$ cat src/rtl/wb_write_arbiter.sv
// Arbitrates the register-file write port between write-back and a multi-cycle unit.
// Optional WB_ARB_WAW_KILL_EN: a WB write invalidates older buffered results to the same register.
module wb_write_arbiter #(
    parameter int DEPTH    = 2,
    parameter int MAX_WAIT = 4
) (
    input  logic        CLK,
    input  logic        rst,
    input  logic        RegWriteW,
    input  logic [4:0]  WriteRegW,
    input  logic [31:0] ResultW,
    input  logic        mc_valid,
    input  logic [4:0]  mc_reg,
    input  logic [31:0] mc_data,
    output logic        mc_ready,
    input  logic [4:0]  RsD,
    input  logic [4:0]  RtD,
    output logic        BusyRs,
    output logic        BusyRt,
    output logic        StallReq,
    output logic        rf_we,
    output logic [4:0]  rf_waddr,
    output logic [31:0] rf_wdata
);

    localparam int AW = $clog2(DEPTH);
    localparam int CW = AW + 1;

    logic [4:0]       ent_reg  [DEPTH];
    logic [31:0]      ent_data [DEPTH];
    logic [DEPTH-1:0] ent_vld;
    logic [DEPTH-1:0] vld_next;
    logic [DEPTH-1:0] kill;
    logic [AW-1:0]    rd_ptr;
    logic [AW-1:0]    wr_ptr;
    logic [CW-1:0]    count;
    logic [3:0]       wait_cnt;

    logic wb_busy;
    logic empty;
    logic full;
    logic head_vld;
    logic head_write;
    logic bypass;
    logic pop;
    logic push;

    assign wb_busy    = RegWriteW && (WriteRegW != 5'd0);
    assign empty      = (count == '0);
    assign full       = (count == CW'(DEPTH));
    assign head_vld   = !empty && ent_vld[rd_ptr];
    assign head_write = head_vld && !wb_busy;
    // An invalidated head is discarded even while write-back owns the port.
    assign pop        = !empty && (!ent_vld[rd_ptr] || !wb_busy);
    assign bypass     = !wb_busy && empty && mc_valid && (mc_reg != 5'd0);
    assign push       = mc_valid && !full && (mc_reg != 5'd0) && !bypass;

    assign mc_ready = !full;
    assign StallReq = (wait_cnt >= 4'(MAX_WAIT));

    always_comb begin
        rf_we    = 1'b0;
        rf_waddr = 5'd0;
        rf_wdata = 32'd0;
        if (!rst) begin
            if (wb_busy) begin
                rf_we    = 1'b1;
                rf_waddr = WriteRegW;
                rf_wdata = ResultW;
            end else if (head_write) begin
                rf_we    = 1'b1;
                rf_waddr = ent_reg[rd_ptr];
                rf_wdata = ent_data[rd_ptr];
            end else if (bypass) begin
                rf_we    = 1'b1;
                rf_waddr = mc_reg;
                rf_wdata = mc_data;
            end
        end
    end

    always_comb begin
        BusyRs = 1'b0;
        BusyRt = 1'b0;
        for (int i = 0; i < DEPTH; i++) begin
            if (ent_vld[i] && (RsD != 5'd0) && (ent_reg[i] == RsD))
                BusyRs = 1'b1;
            if (ent_vld[i] && (RtD != 5'd0) && (ent_reg[i] == RtD))
                BusyRt = 1'b1;
        end
    end

    always_comb begin
        kill = '0;
`ifdef WB_ARB_WAW_KILL_EN
        for (int i = 0; i < DEPTH; i++)
            kill[i] = wb_busy && (ent_reg[i] == WriteRegW);
`endif
    end

    // A same-edge enqueue to the killed register is younger, so set wins.
    always_comb begin
        vld_next = ent_vld & ~kill;
        if (pop)
            vld_next[rd_ptr] = 1'b0;
        if (push)
            vld_next[wr_ptr] = 1'b1;
    end

    always_ff @(posedge CLK) begin
        if (push) begin
            ent_reg[wr_ptr]  <= mc_reg;
            ent_data[wr_ptr] <= mc_data;
        end
    end

    always_ff @(posedge CLK or posedge rst) begin
        if (rst) begin
            ent_vld  <= '0;
            rd_ptr   <= '0;
            wr_ptr   <= '0;
            count    <= '0;
            wait_cnt <= 4'd0;
        end else begin
            ent_vld <= vld_next;
            if (pop)
                rd_ptr <= rd_ptr + AW'(1);
            if (push)
                wr_ptr <= wr_ptr + AW'(1);
            unique case ({push, pop})
                2'b10:   count <= count + CW'(1);
                2'b01:   count <= count - CW'(1);
                default: count <= count;
            endcase
            if (pop || empty)
                wait_cnt <= 4'd0;
            else if (head_vld && (wait_cnt != 4'hF))
                wait_cnt <= wait_cnt + 4'd1;
        end
    end

endmodule

$ cat config.mk
export PLATFORM = sky130hd
export DESIGN_NAME = wb_write_arbiter
export DESIGN_NICKNAME = d
export VERILOG_FILES = /design/src/rtl/wb_write_arbiter.sv
export SDC_FILE = /design/constraint.sdc
export NUM_CORES = 1
export LEC_CHECK = 0
export ABC_AREA = 0
export CORE_ASPECT_RATIO = 1.5
export CORE_MARGIN = 2
export CORE_UTILIZATION = 29
export CTS_CLUSTER_DIAMETER = 60
export DETAILED_ROUTE_END_ITERATION = 6
export GPL_TIMING_DRIVEN = 0
export SYNTH_ARGS = -nofsm -noshare
export SYNTH_HDL_FRONTEND = slang
export SYNTH_SLANG_ARGS = --single-unit
$ cat constraint.sdc
create_clock -name CLK -period 2.8 [get_ports CLK]
set_input_delay 0.42 -clock CLK [delete_from_list [all_inputs] [get_ports CLK]]
set_output_delay 0.42 -clock CLK [all_outputs]
set_load 0.1 [all_outputs]
==> results.txt, run 1 <==
----------------------------------------------------
[Worst setup path]
  Critical path cell sequence ... dlygate4sd2_1 -> or4_4 -> o21ai_4 -> buf_12 -> bufbuf_16 -> o211ai_1 -> a21oi_2 -> buf_12
  Worst Reg-to-Reg Cells ... 5
  Path type of the worst setup path ... primary input to output pin
  Cell type of the slowest stage on the worst timing path ... or4_4
  Data arrival time of the critical path ... 2.36 ns
  Worst stage delay on the critical path ... 0.58 ns
  Startpoint Class ... primary input
  CP max FO ... 7
  Setup slack on the worst flop-to-flop path ... 0.81 ns
  Critical path endpoint category ... output pin
  Data required time of the worst path ... 2.38 ns
  Most repeated library cell on the critical path ... buf_12

[Synthesis]
  Synth async-reset ratio ... 0.119
  Primary flip-flop cell chosen by synthesis mapping ... edfxtp_1
  Library cell occupying the most area in the post-synthesis netlist ... edfxtp_1
  Synthesized Nets ... 471
  Post-synthesis cell area ... 4360 µm²
  Mean instance size in the synthesized netlist ... 11.5 µm²
  Largest cells by area after synthesis ... edfxtp_1, mux2i_1, o211ai_1, dfrtp_1, nand3_1
  Post-synthesis cell count ... 381
  Total of flip-flops plus latches after synthesis ... 84
  Post-synthesis sequential area ratio ... 0.567
  EDFF count, synth ... 74
  Share of the synthesized area in the top cell type ... 0.509
  Warning count from the yosys run ... 0
  Post-synthesis cell type count ... 38

[Route]
  Total routed wirelength ... 12800 µm
  Number of search-and-repair iterations in the first detailed-routing pass ... 4
  Antenna violation net count after detailed routing ... 0
  DRC ... 0
  Vias per std cell ... 4.91
  Vias ... 3577
  Detailed-route wire length per cell ... 17.6 µm
  Drt first-iter violations ... 119

[Power]
  Standby leakage power ... 0.00246 µW
  Gate power share ... 0.571
  Switching power share of the total ... 0.461
  Psw ... 3160 µW
  Clk network pwr share ... 0.165
  Internal power ... 3700 µW
  Flop pwr share ... 0.265
  Maximum resistive drop on vdd ... 0.000528 V
  Cell Pwr Density ... 1020 nW/µm²

[Timing]
  Fin worst setup slack ... 0.0167 ns
  Worst Hold Slack ... 0.449 ns
  Number of setup violations in the final report ... 0
  Fin Clk Skew ... 0.00469 ns
  Final slew viol count ... 0
  Final worst path period need ... 2.78 ns
  Final period utilization ... 0.994
  Hold violation count in the final report ... 0
  RSZ-0062 raised after global routing ... true
  Remaining max-slew budget at the tightest pin ... 0.347
  Fmax ... 359 MHz
  Slew at the pin closest to its max-slew limit ... 0.977 ns

[Layout]
  Layout area overhead ... 53.7%
  Net total in the final layout ... 618
  Sequential cell area ... 2470 µm²
  Area of the multi-input gates ... 1910 µm²
  Flip-flop count of the largest register after layout ... 64
  Layout cell share with drive strength beyond 1 ... 0.253
  ANT cells ... 0
  Fillers ... 1389
  Final core area utilization ... 0.457

[Clock network]
  Clock buffers created by TritonCTS ... 9
  Number of H-tree levels ... 3
  Clock Tree Root ... clkbuf_16
  Max Root-Sink Buffers ... 2
  TritonCTS clock tree ... done
  Clock transition time at the flip-flop clock pins of the worst setup and hold paths ... 0.06 ns
  Sink Count ... 84
  CTS Hold Buffers Added ... 0
  Skew-Pair Late Insertion Delay ... 0.33 ns

[Global routing]
  Initial antenna violation count ... 0
  Number of global-route vias before repair ... 3808
  Wire length of the first global-routing pass ... 19900 µm
  Overall global routing resource usage ... 0.160
  Largest net degree at the start of global routing ... 22
  Overflow left after global routing ... 0

[Placement]
  Post-place setup slack ... -1.14 ns
  Global placement routability congestion ... 0.836
  Quantity of I/O buffers inserted on ports ... 128
  Half-perimeter wire length of the detailed placement result ... 9370 µm

[Floorplanning]
  Boundary Pins ... 130
  Number of cell rows ... 54
  Die X-Extent ... 104 µm
  Initial core utilization ... 0.298
  Core area ... 14700 µm²
  Chip Height ... 154 µm
  Die Footprint ... 16100 µm²

[Run status]
  Status ... completed

[Run]
  Max-cap violation count ... 0

[Min path]
  Path class of the lowest-slack min-delay path ... primary input to async pin

----------------------------------------------------
## cells in the mapped netlist, types with 2 or more instances
cell,number
or4_1,3
buf_6,2
xnor2_1,8
nor2_1,6
buf_2,10
o211ai_1,38
nor4_1,4
ha_1,2
o21a_1,2
nor3_1,3
clkbuf_1,16
dfrtp_1,10
edfxtp_1,74
inv_1,2
nand3_1,44
nand2_1,40
a21oi_1,39
or2_2,2
mux2i_1,38
o21ai_0,3
xor2_1,18
## metrics by stage
stage,power [µW],setup TNS [ns],instances,instance area [µm²]
detailed placement,5480,-42.20,707,6100
finish,6860,0,729,6710
CTS,6820,-0.0357,729,6620
floorplan,4480,0,381,4510
global placement,5400,-87.15,705,6040
global route,7210,-0.0866,729,6710
## cells by family (layout without fill, tap and decap cells)
group / after synthesis / in the layout / synth area share
AO/OA/AOI/OAI: 90 / 90 / 0.134
flip-flops: 84 / 84 / 0.567
XOR/XNOR: 26 / 26 / 0.0522
adder cells (fa/ha/maj): 2 / 2 / 0.00573
multiplexers: 39 / 39 / 0.0897
AND/OR/NAND/NOR: 107 / 107 / 0.116
buffers and inverters: 33 / 185 / 0.0356
## cell type report
class                      count  share of cell area
sequential                    84               0.369
multi-input combinational    264               0.285
timing repair buffer         136               0.233
tap                          196              0.0366
clock buffer                   9              0.0336
buffer                        30              0.0330
clock inverter                 7             0.00858
inverter                       3             0.00168
## path summary, 6_finish.rpt
| kind | startpoint | to |
|---|---|---|
| min in group CLK | mc_reg[1] | ent_reg[1][1]$_DFFE_PP_ |
| setup / recovery | WriteRegW[3] | rf_wdata[31] |
| hold / removal | rst | wait_cnt[0]$_DFFE_PP0P_ |
| setup reg to reg | count[1]$_DFFE_PP0P_ | ent_data[0][6]$_DFFE_PP_ |
| max in group asynchronous | rst | ent_vld[0]$_DFF_PP0_ |
| hold reg to reg | count[1]$_DFFE_PP0P_ | count[1]$_DFFE_PP0P_ |
## worst max-delay path: cells and delay by family
kind / cells / cell delay, ns
AND/OR/NAND/NOR: 1 / 0.58
buffers and inverters: 4 / 0.86
AO/OA/AOI/OAI: 3 / 0.50
## timing repair
action | in CTS | in global routing
buffers inserted | 4 | 0
pin swaps | 7 | 13
gates resized for setup | 308 | 38
gates cloned | 2 | 0
setup endpoints to repair | 40 | 36
## cells in the final DEF, fill, tap and decap left out, drive strengths merged, types with 6 or more instances in the layout
cell            n
clkbuf         19
a21oi          40
nand3          44
o211ai         38
buf            64
dfrtp          10
mux2i          38
dlygate4sd2     8
clkdlybuf4s50  80
clkinv          6
nand2          40
xnor2           8
edfxtp         74
xor2           18
nor2            6
## power by group through the flow
| stage | registers, µW | logic [µW] | clock network, µW |
|---|---|---|---|
| 2_1_floorplan | 1800 | 2670 | 0 |
| 5_1_grt | 1840 | 4160 | 1210 |
| 6_report | 1820 | 3920 | 1130 |
| 3_5_place_dp | 1840 | 3640 | 0 |
| 4_1_cts | 1820 | 3850 | 1150 |
| 3_3_place_gp | 1840 | 3560 | 0 |
## layer usage
metal	GRT usage	part of all wire	vias up
met5	0	0	-
met4	0.0727	0.030	0
met1	0.174	0.37	1735
met2	0.300	0.56	85
met3	0.0291	0.033	22
li1	-	-	1735
Power figures use the tool's default switching activity.
==> run 2: changes to the inputs <==
- RECOVER_POWER: default -> 50
- SKIP_LAST_GASP: default -> 1
==> run 2 against run 1 <==
Effect of this change: sequential share of layout area is essentially flat; first-iteration DRC count unchanged; fmax barely moved; worst setup slack better by 0.0019 ns; non-clock buffer count did not move; register-to-register slack hardly changed; hold slack improved by 0.011 ns; power decreased by 0.17%; cell area hardly changed; sequential cell count did not move.
==> results.txt, run 2 (same netlist as run 1, synthesis figures left out) <==
----------------------------------------------------
[Floorplanning]
  Chip Height ... 154 µm
  Core area ... 14700 µm²
  Die X-Extent ... 104 µm
  Number of cell rows ... 54
  Initial core utilization ... 0.298
  Die Footprint ... 16100 µm²
  Boundary Pins ... 130

[Worst setup path]
  Data arrival time of the critical path ... 2.36 ns
  Worst R2R End ... ent_data[0][6]$_DFFE_PP_
  Data required time of the worst path ... 2.38 ns
  Worst Reg-to-Reg Cells ... 5
  CP max FO ... 7
  Startpoint Class ... primary input
  Setup slack on the worst flop-to-flop path ... 0.81 ns
  Worst r2r src ... count[1]$_DFFE_PP0P_
  Critical path endpoint category ... output pin
  Path type of the worst setup path ... primary input to output pin

[Power]
  Maximum resistive drop on vdd ... 0.000528 V
  Cell Pwr Density ... 1020 nW/µm²
  Standby leakage power ... 0.00247 µW

[Route]
  Number of search-and-repair iterations in the first detailed-routing pass ... 4
  Vias ... 3576
  Detailed-route wire length per cell ... 17.6 µm
  Drt first-iter violations ... 119
  Total routed wirelength ... 12800 µm
  DRC ... 0
  Vias per std cell ... 4.90
  Antenna violation net count after detailed routing ... 0

[Clock network]
  CTS Hold Buffers Added ... 0
  TritonCTS clock tree ... done
  Clock transition time at the flip-flop clock pins of the worst setup and hold paths ... 0.06 ns
  Skew-Pair Late Insertion Delay ... 0.33 ns
  Clock buffers created by TritonCTS ... 9
  Number of H-tree levels ... 3
  Max Root-Sink Buffers ... 2
  Sink Count ... 84
  Clock Tree Root ... clkbuf_16

[Timing]
  Final period utilization ... 0.993
  Final worst path period need ... 2.78 ns
  Post-Route Setup TNS ... 0 ns
  Fin Clk Skew ... 0.00361 ns
  Slew at the pin closest to its max-slew limit ... 0.974 ns
  Number of setup violations in the final report ... 0
  Fmax ... 360 MHz
  Worst Hold Slack ... 0.459 ns
  Final slew viol count ... 0
  RSZ-0062 raised after global routing ... true
  Fin worst setup slack ... 0.0185 ns
  Hold violation count in the final report ... 0
  Remaining max-slew budget at the tightest pin ... 0.349

[Placement]
  Quantity of I/O buffers inserted on ports ... 128
  Post-place setup slack ... -1.14 ns
  Half-perimeter wire length of the detailed placement result ... 9370 µm
  Global placement routability congestion ... 0.836

[Min path]
  Hold path startpoint ... mc_reg[1]
  Sink of the worst hold path ... ent_reg[1][1]$_DFFE_PP_
  Path class of the lowest-slack min-delay path ... primary input to flip-flop
  Number of cells on the worst hold path ... 1

[Global routing]
  Wire length of the first global-routing pass ... 19900 µm
  Number of global-route vias before repair ... 3806
  Initial antenna violation count ... 1
  Largest net degree at the start of global routing ... 22
  Overflow left after global routing ... 0
  Overall global routing resource usage ... 0.160

[Layout]
  Net total in the final layout ... 618
  Layout cell share with drive strength beyond 1 ... 0.253
  Leading cell type in the layout, fill and taps excluded ... edfxtp_1
  Layout area overhead ... 53.7%
  Flip-flop count of the largest register after layout ... 64
  Leading cell types in the layout, fill and taps excluded ... edfxtp_1, clkdlybuf4s50_1, nand3_1, nand2_1, a21oi_2

[Run]
  Max-cap violation count ... 0

[Run status]
  Status ... completed

----------------------------------------------------
run 2: cell count changes in the layout (fill, tap and decap cells not counted):
cell / before / now
clkdlybuf4s50_1: 80 / 47
dlygate4sd3_1: 0 / 33
diode_2: 0 / 1
run 2: layout make-up:
type / instances / area [µm²]
multi-input cells: 264 / 1910
clock inverters: 7 / 57.6
plain buffers: 30 / 221
well taps: 196 / 245
fillers: 1388 / 7950
diodes: 1 / 2.50
repair buffers: 136 / 1570
flip-flops and latches: 84 / 2470
clock buffers: 9 / 225
inverters: 3 / 11.3
run 2: per-stage QoR:
stage,total power [µW],cell area [µm²],std cells,util
final,6850,6710,730,0.458
after global routing,7200,6710,730,0.458
after CTS,6820,6620,729,0.452
after detailed placement,5480,6100,707,0.416
after global placement,5400,6040,705,0.412
after floorplan,4480,4510,381,-
run 2: routing by layer:
layer	vias up	GRT usage	part of all wire
met3	22	0.0291	0.031
li1	1736	-	-
met5	-	0	0
met2	85	0.300	0.57
met4	0	0.0727	0.030
met1	1733	0.174	0.37
run 2: worst max path at each step:
stage | start | to | slack, ns | depth (start not counted)
CTS | rd_ptr$_DFFE_PP0P_ | rf_wdata[16] | -0.04 | 8
finish | WriteRegW[3] | rf_waddr[3] | 0.02 | 8
floorplan | WriteRegW[0] | rf_wdata[24] | 0.04 | 5
global placement | WriteRegW[0] | rf_wdata[29] | -1.11 | 7
global route | WriteRegW[3] | rf_wdata[31] | -0.04 | 8
detailed placement | WriteRegW[0] | rf_wdata[16] | -1.14 | 7
run 2: worst max-delay path: stages:
cell and delay, ns:
dlygate4sd2_1 0.24, or4_4 0.58, o21ai_4 0.17, buf_12 0.15, bufbuf_16 0.25, o211ai_1 0.14, a21oi_2 0.21, buf_12 0.19
run 2: what timing repair did:
action                     CTS  global route
pin swaps                    7            13
gates cloned                 2             0
setup endpoints to repair   40            36
gates resized for setup    308            38
buffers inserted             4             0
run 2: power by group:
part,total (µW),internal (µW),switching [µW]
sequential,1820,1680,139
combinational,3900,1330,2570
clock,1130,677,457
total,6850,3690,3160
